### src/rtl/store_issue_ctrl_pkg.sv
// Shared definitions for the store issue path: FSM states, exception causes and
// byte-lane alignment helpers that the load path can reuse.
package store_issue_ctrl_pkg;

    typedef enum logic [1:0] {
        IDLE      = 2'd0,
        MISALIGN  = 2'd1,
        TRANSLATE = 2'd2,
        WAIT_SB   = 2'd3
    } st_state_e;

    localparam logic [3:0] CAUSE_ST_MISALIGNED = 4'd6;
    localparam logic [3:0] CAUSE_ST_PAGE_FAULT = 4'd15;

    // Byte enables for an access of 2^size bytes starting at byte offset off.
    // Computed at 8-lane width; callers truncate to their own lane count.
    function automatic logic [7:0] be_gen(input logic [1:0] size, input logic [2:0] off);
        logic [7:0] mask;
        case (size)
            2'd0:    mask = 8'h01;
            2'd1:    mask = 8'h03;
            2'd2:    mask = 8'h0F;
            default: mask = 8'hFF;
        endcase
        return mask << off;
    endfunction

    // Moves LSB-justified data up to the byte lane given by off.
    function automatic logic [63:0] data_align(input logic [63:0] data, input logic [2:0] off);
        return data << {off, 3'b000};
    endfunction

endpackage

### src/rtl/store_issue_ctrl.sv
// Store issue controller: accepts one store at a time, checks alignment,
// translates through the DTLB and pushes the physical store to the store buffer,
// returning a result (with optional exception) to writeback.
module store_issue_ctrl
    import store_issue_ctrl_pkg::*;
#(
    parameter int XLEN       = 64,
    parameter int VLEN       = 64,
    parameter int PLEN       = 56,
    parameter int TRANS_ID_W = 3
) (
    input  logic                  clk_i,
    input  logic                  rst_ni,
    input  logic                  flush_i,
    input  logic                  valid_i,
    output logic                  ready_o,
    input  logic [VLEN-1:0]       vaddr_i,
    input  logic [XLEN-1:0]       data_i,
    input  logic [1:0]            size_i,
    input  logic [TRANS_ID_W-1:0] trans_id_i,
    output logic                  translation_req_o,
    output logic [VLEN-1:0]       vaddr_o,
    input  logic                  dtlb_hit_i,
    input  logic [PLEN-1:0]       paddr_i,
    input  logic                  pf_i,
    output logic                  sb_valid_o,
    output logic                  sb_valid_wo_flush_o,
    input  logic                  sb_ready_i,
    output logic [PLEN-1:0]       sb_paddr_o,
    output logic [XLEN-1:0]       sb_data_o,
    output logic [XLEN/8-1:0]     sb_be_o,
    output logic [1:0]            sb_size_o,
    output logic                  st_valid_o,
    output logic [TRANS_ID_W-1:0] st_trans_id_o,
    output logic                  st_ex_valid_o,
    output logic [3:0]            st_ex_cause_o,
    output logic [VLEN-1:0]       st_ex_tval_o
);

    localparam int OFFW = $clog2(XLEN / 8);
    localparam int BEW  = XLEN / 8;

    st_state_e             state_q, state_d;
    logic [VLEN-1:0]       vaddr_q, vaddr_d;
    logic [XLEN-1:0]       data_q, data_d;
    logic [BEW-1:0]        be_q, be_d;
    logic [1:0]            size_q, size_d;
    logic [TRANS_ID_W-1:0] tid_q, tid_d;
    logic [PLEN-1:0]       paddr_q, paddr_d;

    logic       done;
    logic       ex;
    logic [3:0] cause;
    logic       push_wo_flush;
    logic       ready;
    logic       accept;
    logic [2:0] off;
    logic       misaligned;
    logic [7:0] be_full;
    logic [63:0] data_full;

    // Alignment check and lane placement of the incoming op.
    always_comb begin
        off       = 3'(vaddr_i[OFFW-1:0]);
        be_full   = be_gen(size_i, off);
        data_full = data_align(64'(data_i), off);
        case (size_i)
            2'd0:    misaligned = 1'b0;
            2'd1:    misaligned = off[0];
            2'd2:    misaligned = (off[1:0] != 2'b00);
            default: misaligned = (XLEN == 32) || (off != 3'b000);
        endcase
    end

    // Next-state, completion and op-register update; flush overrides everything.
    always_comb begin
        state_d       = state_q;
        vaddr_d       = vaddr_q;
        data_d        = data_q;
        be_d          = be_q;
        size_d        = size_q;
        tid_d         = tid_q;
        paddr_d       = paddr_q;
        done          = 1'b0;
        ex            = 1'b0;
        cause         = 4'd0;
        push_wo_flush = 1'b0;

        case (state_q)
            MISALIGN: begin
                done  = 1'b1;
                ex    = 1'b1;
                cause = CAUSE_ST_MISALIGNED;
            end
            TRANSLATE: begin
                if (dtlb_hit_i) begin
                    if (pf_i) begin
                        done  = 1'b1;
                        ex    = 1'b1;
                        cause = CAUSE_ST_PAGE_FAULT;
                    end else if (sb_ready_i) begin
                        done          = 1'b1;
                        push_wo_flush = 1'b1;
                    end else begin
                        paddr_d = paddr_i;
                        state_d = WAIT_SB;
                    end
                end
            end
            WAIT_SB: begin
                if (sb_ready_i) begin
                    done          = 1'b1;
                    push_wo_flush = 1'b1;
                end
            end
            default: ;
        endcase

        // A completing op frees the slot in the same cycle so issue can stream.
        ready  = rst_ni && !flush_i && ((state_q == IDLE) || done);
        accept = valid_i && ready;

        if (done) begin
            state_d = IDLE;
        end
        if (accept) begin
            vaddr_d = vaddr_i;
            data_d  = data_full[XLEN-1:0];
            be_d    = be_full[BEW-1:0];
            size_d  = size_i;
            tid_d   = trans_id_i;
            state_d = misaligned ? MISALIGN : TRANSLATE;
        end
        if (flush_i) begin
            state_d = IDLE;
        end
    end

    // State, op register and latched physical address.
    always_ff @(posedge clk_i or negedge rst_ni) begin
        if (!rst_ni) begin
            state_q <= IDLE;
            vaddr_q <= '0;
            data_q  <= '0;
            be_q    <= '0;
            size_q  <= '0;
            tid_q   <= '0;
            paddr_q <= '0;
        end else begin
            state_q <= state_d;
            vaddr_q <= vaddr_d;
            data_q  <= data_d;
            be_q    <= be_d;
            size_q  <= size_d;
            tid_q   <= tid_d;
            paddr_q <= paddr_d;
        end
    end

    assign ready_o             = ready;
    assign translation_req_o   = (state_q == TRANSLATE) && !flush_i;
    assign vaddr_o             = vaddr_q;
    assign sb_valid_wo_flush_o = push_wo_flush;
    assign sb_valid_o          = push_wo_flush && !flush_i;
    assign sb_paddr_o          = (state_q == TRANSLATE) ? paddr_i : paddr_q;
    assign sb_data_o           = data_q;
    assign sb_be_o             = be_q;
    assign sb_size_o           = size_q;
    assign st_valid_o          = done && !flush_i;
    assign st_trans_id_o       = tid_q;
    assign st_ex_valid_o       = st_valid_o && ex;
    assign st_ex_cause_o       = st_ex_valid_o ? cause : 4'd0;
    assign st_ex_tval_o        = st_ex_valid_o ? vaddr_q : '0;

endmodule

### config.mk
export PLATFORM = sky130hd
export DESIGN_NAME = store_issue_ctrl
export DESIGN_NICKNAME = d
export VERILOG_FILES = /design/src/rtl/store_issue_ctrl_pkg.sv /design/src/rtl/store_issue_ctrl.sv
export SDC_FILE = /design/constraint.sdc
export NUM_CORES = 1
export LEC_CHECK = 0
export BUFFER_PORTS_ARGS = -buffer_cell sky130_fd_sc_hd__buf_2
export CAP_MARGIN = 15
export CORE_AREA = 2 2 183 185
export CTS_BUF_LIST = sky130_fd_sc_hd__clkbuf_4 sky130_fd_sc_hd__clkbuf_8 sky130_fd_sc_hd__clkbuf_16
export DETAILED_ROUTE_END_ITERATION = 10
export DIE_AREA = 0 0 185 187
export SLEW_MARGIN = 25
export SYNTH_ARGS = -nofsm -noshare
export SYNTH_HDL_FRONTEND = slang
export SYNTH_SLANG_ARGS = --single-unit
### constraint.sdc
create_clock -name clk_i -period 6.75 [get_ports clk_i]
set_clock_uncertainty 0.05 [all_clocks]
set_input_delay 1.35 -clock clk_i [delete_from_list [all_inputs] [get_ports clk_i]]
set_output_delay 1.35 -clock clk_i [all_outputs]
set_load 0.02 [all_outputs]
==> impl_results.md, run 1 <==
- Die Wd: between 150 and 200 µm
- Multi-input logic area: between 5000 and 6000 µm²
- Cell variety after synth: 37
- Crit path from: state_q[0]
- Largest net degree at the start of global routing: around 140
- GR Overflow Total: 0
- Crit-path cells: inv_1 > ha_2 > nand2_1 > a221oi_2 > and4_1 > buf_4 > and2_1 > buf_2
- Routed wire per std cell: 18.0 µm
- Power Internal: approximately 2.5 mW
- Root Buffer: clkbuf_16
- Die height: between 150 and 200 µm
- Drt drc: 0
- Vias per inst: between 4 and 5
- ANT nets after route: 0
- Most frequent cells in the layout: buf_2, mux2_2, dfrtp_1
- Number of clock sinks: approximately 200
- Post-Synth Adder-Cell Area: 0.00477
- Hold crit path type: reg2reg
- WS Path Type: reg2out
- Slew @ Worst Pin: 899 ps
- GR Util met1: 0.229
- F_max: about 200 MHz
- #FFs+latches synth: roughly 200
- Via count: 8009
- Max clock buf depth: 2
- Initial Utilization: 0.319
- Worst path bufs/invs: 3
- Num ports: 467
- WHS Path Cells: 1
- Die area: approximately 35000 µm²
- FF/Latch Area: between 4000 and 5000 µm²
- Critical path endpoint category: output port
- Critical path arrival: between 3000 and 4000 ps
- Seq/Total Area, Yosys: 0.474
- Comb pwr share: 0.324
- Initial antenna violation count: 3
- Core Area: 32900 µm²
- Switching pwr: around 1.4 mW
- Post-route insts no fill: 1726
- Synthesized area per cell: ~13 µm²
- Clock-pin slew of the registers on the worst-case setup and hold paths: approximately 80 ps
- Dpl hpwl: around 23000 µm
- Clk_lat worst skew: roughly 440 ps
- Power Density: ~290 nW/µm²
- Startpoint types: register
- Crit path largest cell delay: 660 ps
- CP Depth: 8
- Outcome: complete, no violations
- Layout cell share with drive strength beyond 1: 0.578
- Final period util: 0.729
- GP Congestion: ~0.82
- Site row count: 67
- Yosys warns: 0
- Cell Area, Synth: approximately 10000 µm²
- Sequential Power Share: 0.410
- Mapped Nets: roughly 1000
- Wirelength, routed: between 30000 and 40000 µm
- GR peak layer: met2
- Cts-stage hold buffer count: 0
- Setup TNS: 0 ps
- Port buffer count: ~470
- Iteration-0 DRC Markers: about 270
- Met2 Use GR: 0.289
- Final worst slack: 1830 ps
- Mux contribution to synthesized area: 0.382
- Vias in the first global route: between 7000 and 8000
- Fin nets: 1463
- Fin. max-slew vios: 0
- R2r startpoint: state_q[0]
- Final Hold Vio Count: 0
- Worst-case reg-to-reg path depth: 7
- Clock power share: 0.266
- Peak VDD IR: 0.000181 V
- Max Cap Viol: 0
- Slew HR: 0.400
- Max FO, Critical Path: 65
- Simple-gate share of the synthesized area: 0.0709
- Unrepaired setup endpoints after global routing: false
- Dpl cells: 1692
- Minimum clock period: approximately 5000 ps
- Post-CTS setup buffers: 0
- First-pass GRT wire length: ~47000 µm
- DR pass1 iterations: 4
- Most common cell after layout, fill and taps aside: buf_2
- GRT Util Overall: 0.177
- Worst slack at placement: around 2100 ps
- Grt met3 use: 0.0557
- LEAKAGE: about 7.3 nW
- TritonCTS clock tree: done
- Number of fill cells in the layout: approximately 3200
- # setup viols final: 0
- Pwr Total: between 3 and 4 mW
- Post-synthesis compound-gate area fraction: 0.0310
- Post-CTS Resized: 0
- Area Overhead vs Synth: 31.9%
- Post-Synthesis Cells: a little over 800
- CP Data Required Time: between 5000 and 6000 ps
- CTS buffer count: 17
- Family with the most delay on the worst path: simple AND/OR/NAND/NOR gates
- XOR/XNOR share of the synthesized area: 0
- Slowest CP cell: ha_2
- Switching share of total power: 0.360
- H-tree levels: 4
- HP Start: sb_data_o[33]
- Largest family of logic cells by synthesized area: multiplexers
## cell type report
type,instances,area share
sequential,199,0.360
clock buffer,18,0.0313
multi-input combinational,542,0.372
timing repair buffer,476,0.176
antenna,2,0.000362
clock inverter,14,0.0127
inverter,27,0.00732
tap,448,0.0405
## synth_stat cells
master	n	area (µm²)
a21o_1	1	7.51
clkbuf_1	33	124
buf_6	1	11.3
o22a_1	1	8.76
nor2_1	29	109
o2111ai_2	1	15.0
nor4b_1	1	8.76
nor3b_1	1	7.51
and4_1	2	17.5
ha_1	4	50.1
dfrtp_1	199	4980
nand2_1	17	63.8
o21ai_0	9	45.0
mux2_2	217	2440
a21oi_1	2	10.0
o211a_1	1	10.0
mux2_1	52	586
mux2i_1	80	801
o2bb2ai_1	8	70.1
buf_2	14	70.1
buf_4	7	52.6
o21a_1	4	30.0
a22oi_1	1	7.51
buf_1	8	30.0
o32ai_1	2	17.5
nor2b_1	5	31.3
inv_1	27	101
a211oi_1	3	22.5
a221oi_2	1	15.0
a311o_1	1	10.0
nand2b_1	10	62.6
mux4_2	8	180
nand3_1	2	10.0
and2_1	66	413
nor3_1	3	15.0
or2_2	1	6.26
o22ai_1	9	56.3
## stage by stage
stage / util / cell area (µm²) / hold slack, ps
after floorplan: - / 10500 / 427
after global placement: 0.402 / 13200 / 421
after CTS: 0.421 / 13800 / 445
final: 0.421 / 13800 / 438
after global routing: 0.421 / 13800 / 460
after detailed placement: 0.402 / 13200 / 428
## layer usage
layer / part of all wire / wire length, µm
met5: 0.00058 / 18
met4: 0.011 / 344
met3: 0.078 / 2420
met2: 0.48 / 14700
met1: 0.43 / 13500
## sequential cells by signal, indices dropped and copies added, names as in the netlist
name and flops:
sb_data_o 64, vaddr_o 64, sb_be_o 8, state_q 2
sb_size_o 2, paddr_q 56, st_trans_id_o 3
## logic make-up (layout without fill, tap and decap cells)
| family | count (synthesis) | after routing |
|---|---|---|
| other cells | 0 | 2 |
| simple gates | 137 | 137 |
| compound gates | 44 | 44 |
| buf+inv | 90 | 535 |
| mux | 357 | 357 |
| fa+ha+maj | 4 | 4 |
| flops | 199 | 199 |
## worst register-to-register path, cell delays in order, from the launching register on
cell and delay (ps):
dfrtp_1 430, inv_1 110, ha_2 660, nand2_1 250, a221oi_2 550, o2111ai_4 160
buf_12 340, mux2_1 590
## power groups by stage
stage	Sequential [mW]	Combinational (mW)	Clock (mW)
CTS	1.63	1.31	1.11
finish	1.63	1.29	1.06
detailed placement	1.65	1.30	0
floorplan	1.87	0.553	0
global route	1.67	1.38	1.16
global placement	1.65	1.29	0
## final timing paths
check / endpoint / slack [ps]
max in group asynchronous: vaddr_o[36] / 4590
worst max register to register: sb_data_o[46] / 3490
worst max-delay path: st_ex_tval_o[35] / 1830
worst min register to register: sb_data_o[33] / 440
min in group asynchronous: paddr_q[8] / 770
worst min-delay path: sb_data_o[33] / 440
Power figures use the tool's default switching activity.
==> run 2: changes to the inputs <==
--- a/config.mk
+++ b/config.mk
@@ -5,12 +5,13 @@
 export SDC_FILE = /design/constraint.sdc
 export NUM_CORES = 1
 export LEC_CHECK = 0
+export ABC_AREA = 1
 export BUFFER_PORTS_ARGS = -buffer_cell sky130_fd_sc_hd__buf_2
 export CAP_MARGIN = 15
-export CORE_AREA = 2 2 183 185
+export CORE_AREA = 2 2 182 184
 export CTS_BUF_LIST = sky130_fd_sc_hd__clkbuf_4 sky130_fd_sc_hd__clkbuf_8 sky130_fd_sc_hd__clkbuf_16
 export DETAILED_ROUTE_END_ITERATION = 10
-export DIE_AREA = 0 0 185 187
+export DIE_AREA = 0 0 184 186
 export SLEW_MARGIN = 25
 export SYNTH_ARGS = -nofsm -noshare
 export SYNTH_HDL_FRONTEND = slang
==> constraint.sdc (replaced) <==
create_clock -name clk_i -period 4.56 [get_ports clk_i]
set_clock_uncertainty 0.05 [all_clocks]
set_input_delay 0.912 -clock clk_i [delete_from_list [all_inputs] [get_ports clk_i]]
set_output_delay 0.912 -clock clk_i [all_outputs]
set_load 0.02 [all_outputs]
==> impl_results.md, run 2 <==
- Outcome: complete, no violations
- Num ports: 467
- EDFF count, synth: 0
- Layout cell share with drive strength beyond 1: 0.288
- Critical path endpoint category: output port
- Worst path bufs/invs: 3
- Most common cell after layout, fill and taps aside: buf_2
- Routed wire per std cell: 16.5 µm
- Max layer used: met5
- First-pass GRT wire length: roughly 54000 µm
- Root Buffer: clkbuf_16
- Vias in the first global route: 9841
- H-tree levels: 4
- Startpoint types: register
- Clk_lat worst skew: between 400 and 500 ps
- Drt drc: 0
- R2r startpoint: state_q[0]
- Met1 WL: between 10000 and 15000 µm
- Final period util: 0.796
- Cell variety after synth: 31
- DR WL met2: around 18000 µm
- Routed wl met3: 3180 µm
- CP most frequent cell: nand2_1
- Hold crit path type: in2async
- Setup TNS: 0 ps
- Worst reg2reg endpoint: vaddr_o[56]
- Fin. max-slew vios: 0
- Crit-path cells: inv_1 > ha_1 > nand2_1 > nand2_1 > nand2_1 > nand2_1 > nand2_1 > nor2_1 > o21ai_4 > buf_12 > nor2_1 > buf_2
- LEAKAGE: about 7.5 nW
- Area Overhead vs Synth: 32.4%
- Die height: approximately 190 µm
- Post-CTS setup buffers: 0
- Minimum clock period: around 3600 ps
- R2R setup slack: about 2100 ps
- F_max: ~280 MHz
- Fin util: 0.416
- Slowest CP cell: dfrtp_1
- Largest cells by area after synthesis: dfrtp_1, nand2_1, o21ai_0
- Unrepaired setup endpoints after global routing: false
- Synthesized area per cell: 7.28 µm²
- Vias per inst: 4.73
- ANT nets after route: 0
- Die Wd: approximately 180 µm
- Initial antenna violation count: 12
- Initial Utilization: 0.314
- Max clock buf depth: 2
- Final Hold Vio Count: 0
- Crit path largest cell delay: approximately 440 ps
- Die area: 34200 µm²
- Core Area: about 32000 µm²
- Most frequently used flop master after synthesis: dfrtp_1
- Number of clock sinks: between 150 and 200
- GP Congestion: about 0.88
- Iteration-0 DRC Markers: around 640
- DR pass1 iterations: 5
- Ys async rst share: 1.00
- Fin nets: around 2000
- GRT Util Overall: 0.208
- Top-area cell type share of the netlist area: 0.492
- Clock-pin slew of the registers on the worst-case setup and hold paths: 80 ps
- Family with the most delay on the worst path: simple AND/OR/NAND/NOR gates
- Most frequent cells after synthesis: nand2_1, o21ai_0, dfrtp_1
- WS Path Type: reg2out
- Cell Area, Synth: roughly 10000 µm²
- Seq/Total Area, Yosys: 0.492
- Slew @ Worst Pin: between 800 and 900 ps
- Slew HR: 0.458
- CTS buffer count: 17
- Port buffer count: ~470
- #FFs+latches synth: around 200
- Peak VDD IR: roughly 0.00025 V
- Most frequent cells in the layout: buf_2, nand2_1, o21ai_0
- Site row count: 66
- CP Data Required Time: between 3000 and 4000 ps
- Max Cap Viol: 0
- Max FO, Critical Path: 43
- Wirelength, routed: roughly 37000 µm
- Mapped Nets: roughly 1600
- Largest net degree at the start of global routing: 82
- Via count: between 10000 and 15000
- Cts-stage hold buffer count: 0
- # setup viols final: 0
- Dpl hpwl: about 28000 µm
- Critical path arrival: ~2700 ps
- Worst-case reg-to-reg path depth: 10
- GR Overflow Total: 0
- Post-Synthesis Cells: between 1000 and 1500
- TritonCTS clock tree: done
- Yosys warns: 0
- Post-CTS Resized: 0
- Count leader, synth: nand2_1
- Area leader, netlist: dfrtp_1
- Power Density: around 470 nW/µm²
## run 2: changes by cell type in the layout (fill, tap and decap cells not counted), sizes merged, moves of 67 or more
| cell | before | now |
|---|---|---|
| o21ai | 9 | 305 |
| mux2i | 80 | 0 |
| nor2 | 29 | 96 |
| mux2 | 269 | 0 |
| nand2 | 17 | 436 |
| inv | 35 | 174 |
## run 2: worst register-to-register path: cells and delay by family, from the launching register on
family	cells	cell delay [ps]
flops	1	440
simple gates	5	500
fa+ha+maj	1	200
compound gates	1	170
buf+inv	3	930
## run 2: power by group
| part | switching (mW) | leakage (nW) | total (mW) | internal [mW] |
|---|---|---|---|---|
| clock | 0.698 | 0.299 | 1.64 | 0.939 |
| combinational | 1.49 | 4.69 | 2.17 | 0.682 |
| sequential | 0.242 | 2.55 | 2.45 | 2.21 |
## run 2: cells by family (layout without fill, tap and decap cells)
group | count (synthesis) | after routing | share of synthesized area
adder cells (fa/ha/maj) | 4 | 4 | 0.00494
AND/OR/NAND/NOR | 565 | 565 | 0.217
buffers and inverters | 266 | 685 | 0.104
flip-flops | 199 | 199 | 0.492
AO/OA/AOI/OAI | 356 | 356 | 0.181
other | 0 | 8 | 0
## run 2: worst max-delay path by stage
| stage | start | to | slack (ps) | cells after the start |
|---|---|---|---|---|
| 2_1_floorplan | dtlb_hit_i | st_ex_cause_o[3] | 1350 | 7 |
| 3_5_place_dp | sb_ready_i | st_ex_tval_o[8] | 1110 | 11 |
| 6_report | state_q[0] | st_ex_tval_o[8] | 930 | 12 |
| 3_3_place_gp | sb_ready_i | st_ex_tval_o[8] | 1200 | 11 |
| 5_1_grt | state_q[0] | st_ex_tval_o[8] | 730 | 12 |
| 4_1_cts | state_q[0] | st_ex_tval_o[8] | 890 | 12 |
## run 2: layout make-up
| cell class | instances | area [µm²] |
|---|---|---|
| Fill cell | 3393 | 18800 |
| Inverter | 174 | 656 |
| Antenna cell | 8 | 20.0 |
| Clock buffer | 19 | 447 |
| Sequential cell | 199 | 4980 |
| Tap cell | 408 | 510 |
| Multi-Input combinational cell | 925 | 4100 |
| Clock inverter | 10 | 171 |
| Timing Repair Buffer | 482 | 2520 |
## run 2: per-stage QoR
stage               instances  setup slack, ps  instance area, µm²  hold slack [ps]  power (mW)
floorplan                1390             1350               10100              403        3.73
global placement         2187             1200               12700              411        4.64
detailed placement       2187             1110               12700              410        4.66
CTS                      2216              894               13400              228        6.33
global route             2221              725               13400              232        6.64
finish                   2225              928               13400              263        6.26
## run 2: metal layers
metal  vias up  track usage
met4        10       0.0931
met1      4874        0.231
met5         -            0
li1       5178            -
met2       398        0.357
met3        71       0.0755
==> run 3: changes to the inputs <==
--- a/config.mk
+++ b/config.mk
@@ -8,10 +8,10 @@
 export ABC_AREA = 1
 export BUFFER_PORTS_ARGS = -buffer_cell sky130_fd_sc_hd__buf_2
 export CAP_MARGIN = 15
-export CORE_AREA = 2 2 182 184
+export CORE_AREA = 2 2 181 183
 export CTS_BUF_LIST = sky130_fd_sc_hd__clkbuf_4 sky130_fd_sc_hd__clkbuf_8 sky130_fd_sc_hd__clkbuf_16
 export DETAILED_ROUTE_END_ITERATION = 10
-export DIE_AREA = 0 0 184 186
+export DIE_AREA = 0 0 183 185
 export SLEW_MARGIN = 25
 export SYNTH_ARGS = -nofsm -noshare
 export SYNTH_HDL_FRONTEND = slang
==> constraint.sdc (replaced) <==
create_clock -name clk_i -period 3.14 [get_ports clk_i]
set_clock_uncertainty 0.05 [all_clocks]
set_input_delay 0.628 -clock clk_i [delete_from_list [all_inputs] [get_ports clk_i]]
set_output_delay 0.628 -clock clk_i [all_outputs]
set_load 0.02 [all_outputs]
==> impl_results.md, run 3 (synthesized netlist as in run 2, its figures left out) <==
- Number of clock sinks: between 150 and 200
- Critical path arrival: around 2400 ps
- Slew @ Worst Pin: between 800 and 900 ps
- Slowest CP cell: dfrtp_2
- # setup viols final: 0
- Most common cell after layout, fill and taps aside: buf_2
- CTS buffer count: 17
- Worst-case reg-to-reg path depth: 12
- Worst setup path end: st_ex_tval_o[53]
- Final worst slack: roughly 99 ps
- Multi-input logic area: about 4300 µm²
- Number of fill cells in the layout: about 3300
- FF/Latch Area: ~5000 µm²
- R2r startpoint: state_q[0]
- Clk_lat worst skew: 440 ps
- GRT Util Overall: 0.212
- Post-route insts no fill: between 2000 and 2500
- WS Path Type: reg2out
- Die area: 33900 µm²
- Worst reg2reg endpoint: vaddr_o[61]
- DR pass1 iterations: 5
- Startpoint types: register
- Switching pwr: about 3.6 mW
- Vias in the first global route: slightly below 10000
- CP Data Required Time: 2460 ps
- Site row count: 66
- Worst path bufs/invs: 3
- Crit path largest cell delay: 410 ps
- Family with the most delay on the worst path: simple AND/OR/NAND/NOR gates
- LEAKAGE: 7.66 nW
- First-pass GRT wire length: ~55000 µm
- Initial antenna violation count: 14
- Hold crit path type: in2reg
- Iteration-0 DRC Markers: 630
- Comb pwr share: 0.366
- Outcome: complete, no violations
- CP most frequent cell: nand2_2
- Most frequent cells in the layout: buf_2, nand2_1, o21ai_0
- Max FO, Critical Path: 6
- Final period util: 0.969
- Crit path from: state_q[0]
- Max Cap Viol: 0
- ANT nets after route: 0
- Power Density: 639 nW/µm²
- Switching share of total power: 0.404
- Port buffer count: ~470
- Die Wd: around 180 µm
- Dpl cells: 2195
- Drt drc: 0
- GR Overflow Total: 0
- F_max: 329 MHz
- Die height: about 190 µm
- Area Overhead vs Synth: 36.9%
- Num ports: 467
- Dpl hpwl: ~28000 µm
- Fin nets: 2025
- R2R setup slack: just over 700 ps
- GP Congestion: a little over 0.9
- H-tree levels: 4
- Largest net degree at the start of global routing: 97
- Via count: about 11000
- Core Area: ~32000 µm²
- Routed wire per std cell: between 15 and 20 µm
- Clock power share: 0.232
- Crit-path cells: inv_2 > ha_4 > nand2_4 > nand2_2 > nand2_2 > nand2_2 > nand2_4 > nor2_4 > o21ai_4 > clkbuf_16 > nor2_2 > buf_4
- CP Depth: 12
- Power Internal: around 5.3 mW
- Initial Utilization: 0.316
- TritonCTS clock tree: done
- Layout cell share with drive strength beyond 1: 0.317
- Fin. max-slew vios: 0
- Setup TNS: 0 ps
- Wirelength, routed: about 39000 µm
- Max clock buf depth: 2
- Clock-pin slew of the registers on the worst-case setup and hold paths: approximately 70 ps
- Final Hold Vio Count: 0
- Vias per inst: ~4.8
- Worst slack at placement: 387 ps
- Root Buffer: clkbuf_16
- Minimum clock period: around 3000 ps
- Sequential Power Share: 0.402
- Unrepaired setup endpoints after global routing: true
- Slew HR: 0.429
- Critical path endpoint category: output port
- Peak VDD IR: between 0.0003 and 0.0004 V
-- run 3: cell count changes in the layout (fill, tap and decap cells not counted), sizes merged --
| cell | delta |
|---|---|
| buf | +20 |
| diode | -1 |
| clkinvlp | +4 |
| bufinv | -4 |
| clkinv | +1 |
| o21ai | +2 |
| dlygate4sd3 | +1 |
| clkbuf | +4 |
-- run 3: worst min-delay path by stage --
| stage | cells after the start | startpoint | slack (ps) | to |
|---|---|---|---|---|
| after CTS | 3 | trans_id_i[1] | 310 | st_trans_id_o[1] |
| after detailed placement | 2 | sb_data_o[53] | 410 | sb_data_o[53] |
| after global routing | 3 | trans_id_i[1] | 310 | st_trans_id_o[1] |
| after global placement | 2 | sb_size_o[0] | 410 | sb_size_o[0] |
| final | 3 | trans_id_i[1] | 340 | st_trans_id_o[1] |
| after floorplan | 0 | rst_ni | 280 | paddr_q[0] |
-- run 3: cell type report --
| cell class | count | share of cell area |
|---|---|---|
| antenna | 7 | 0.00126 |
| clock inverter | 11 | 0.00569 |
| timing repair buffer | 506 | 0.209 |
| clock buffer | 20 | 0.0323 |
| multi-input combinational | 927 | 0.308 |
| sequential | 199 | 0.359 |
| inverter | 174 | 0.0473 |
| tap | 408 | 0.0368 |
-- run 3: routing by layer --
layer | vias up | share of wire | track usage
met5 | - | 0.0023 | 0
met4 | 14 | 0.023 | 0.0691
met3 | 62 | 0.081 | 0.0710
met2 | 414 | 0.50 | 0.369
met1 | 5007 | 0.39 | 0.247
li1 | 5242 | - | -
-- run 3: worst reg2reg max path, delay by kind of cell, from the launching register on --
family / cells / cell delay [ps]
buffers and inverters: 4 / 880
and+or+nand+nor: 6 / 700
adders and majority gates: 1 / 150
DFF: 1 / 410
AOI/OAI and AO/OA: 1 / 130
-- run 3: power groups by stage --
stage          registers, mW  clock network [mW]  logic, mW
2_1_floorplan           4.15                   0       1.26
3_3_place_gp            3.58                   0       3.18
3_5_place_dp            3.60                   0       3.19
4_1_cts                 3.56                2.11       3.20
5_1_grt                 3.64                2.22       3.54
6_report                3.56                2.06       3.24
-- run 3: per-stage QoR --
stage          total power [mW]   util  cell area [µm²]  hold WS [ps]
4_1_cts                    8.88  0.419            13400           313
3_3_place_gp               6.76  0.401            12800           411
6_report                   8.86  0.433            13900           341
3_5_place_dp               6.79  0.401            12800           410
2_1_floorplan              5.41      -            10100           282
5_1_grt                    9.39  0.432            13800           315
-- run 3: repair_timing --
item                                    CTS  global route
hold endpoints to repair                  8             0
pin swaps                                 0             5
hold buffers                              1             0
resized for setup                         1            80
endpoints found under the setup margin   52            67
cloned                                    0             8
setup buffers                             3             7
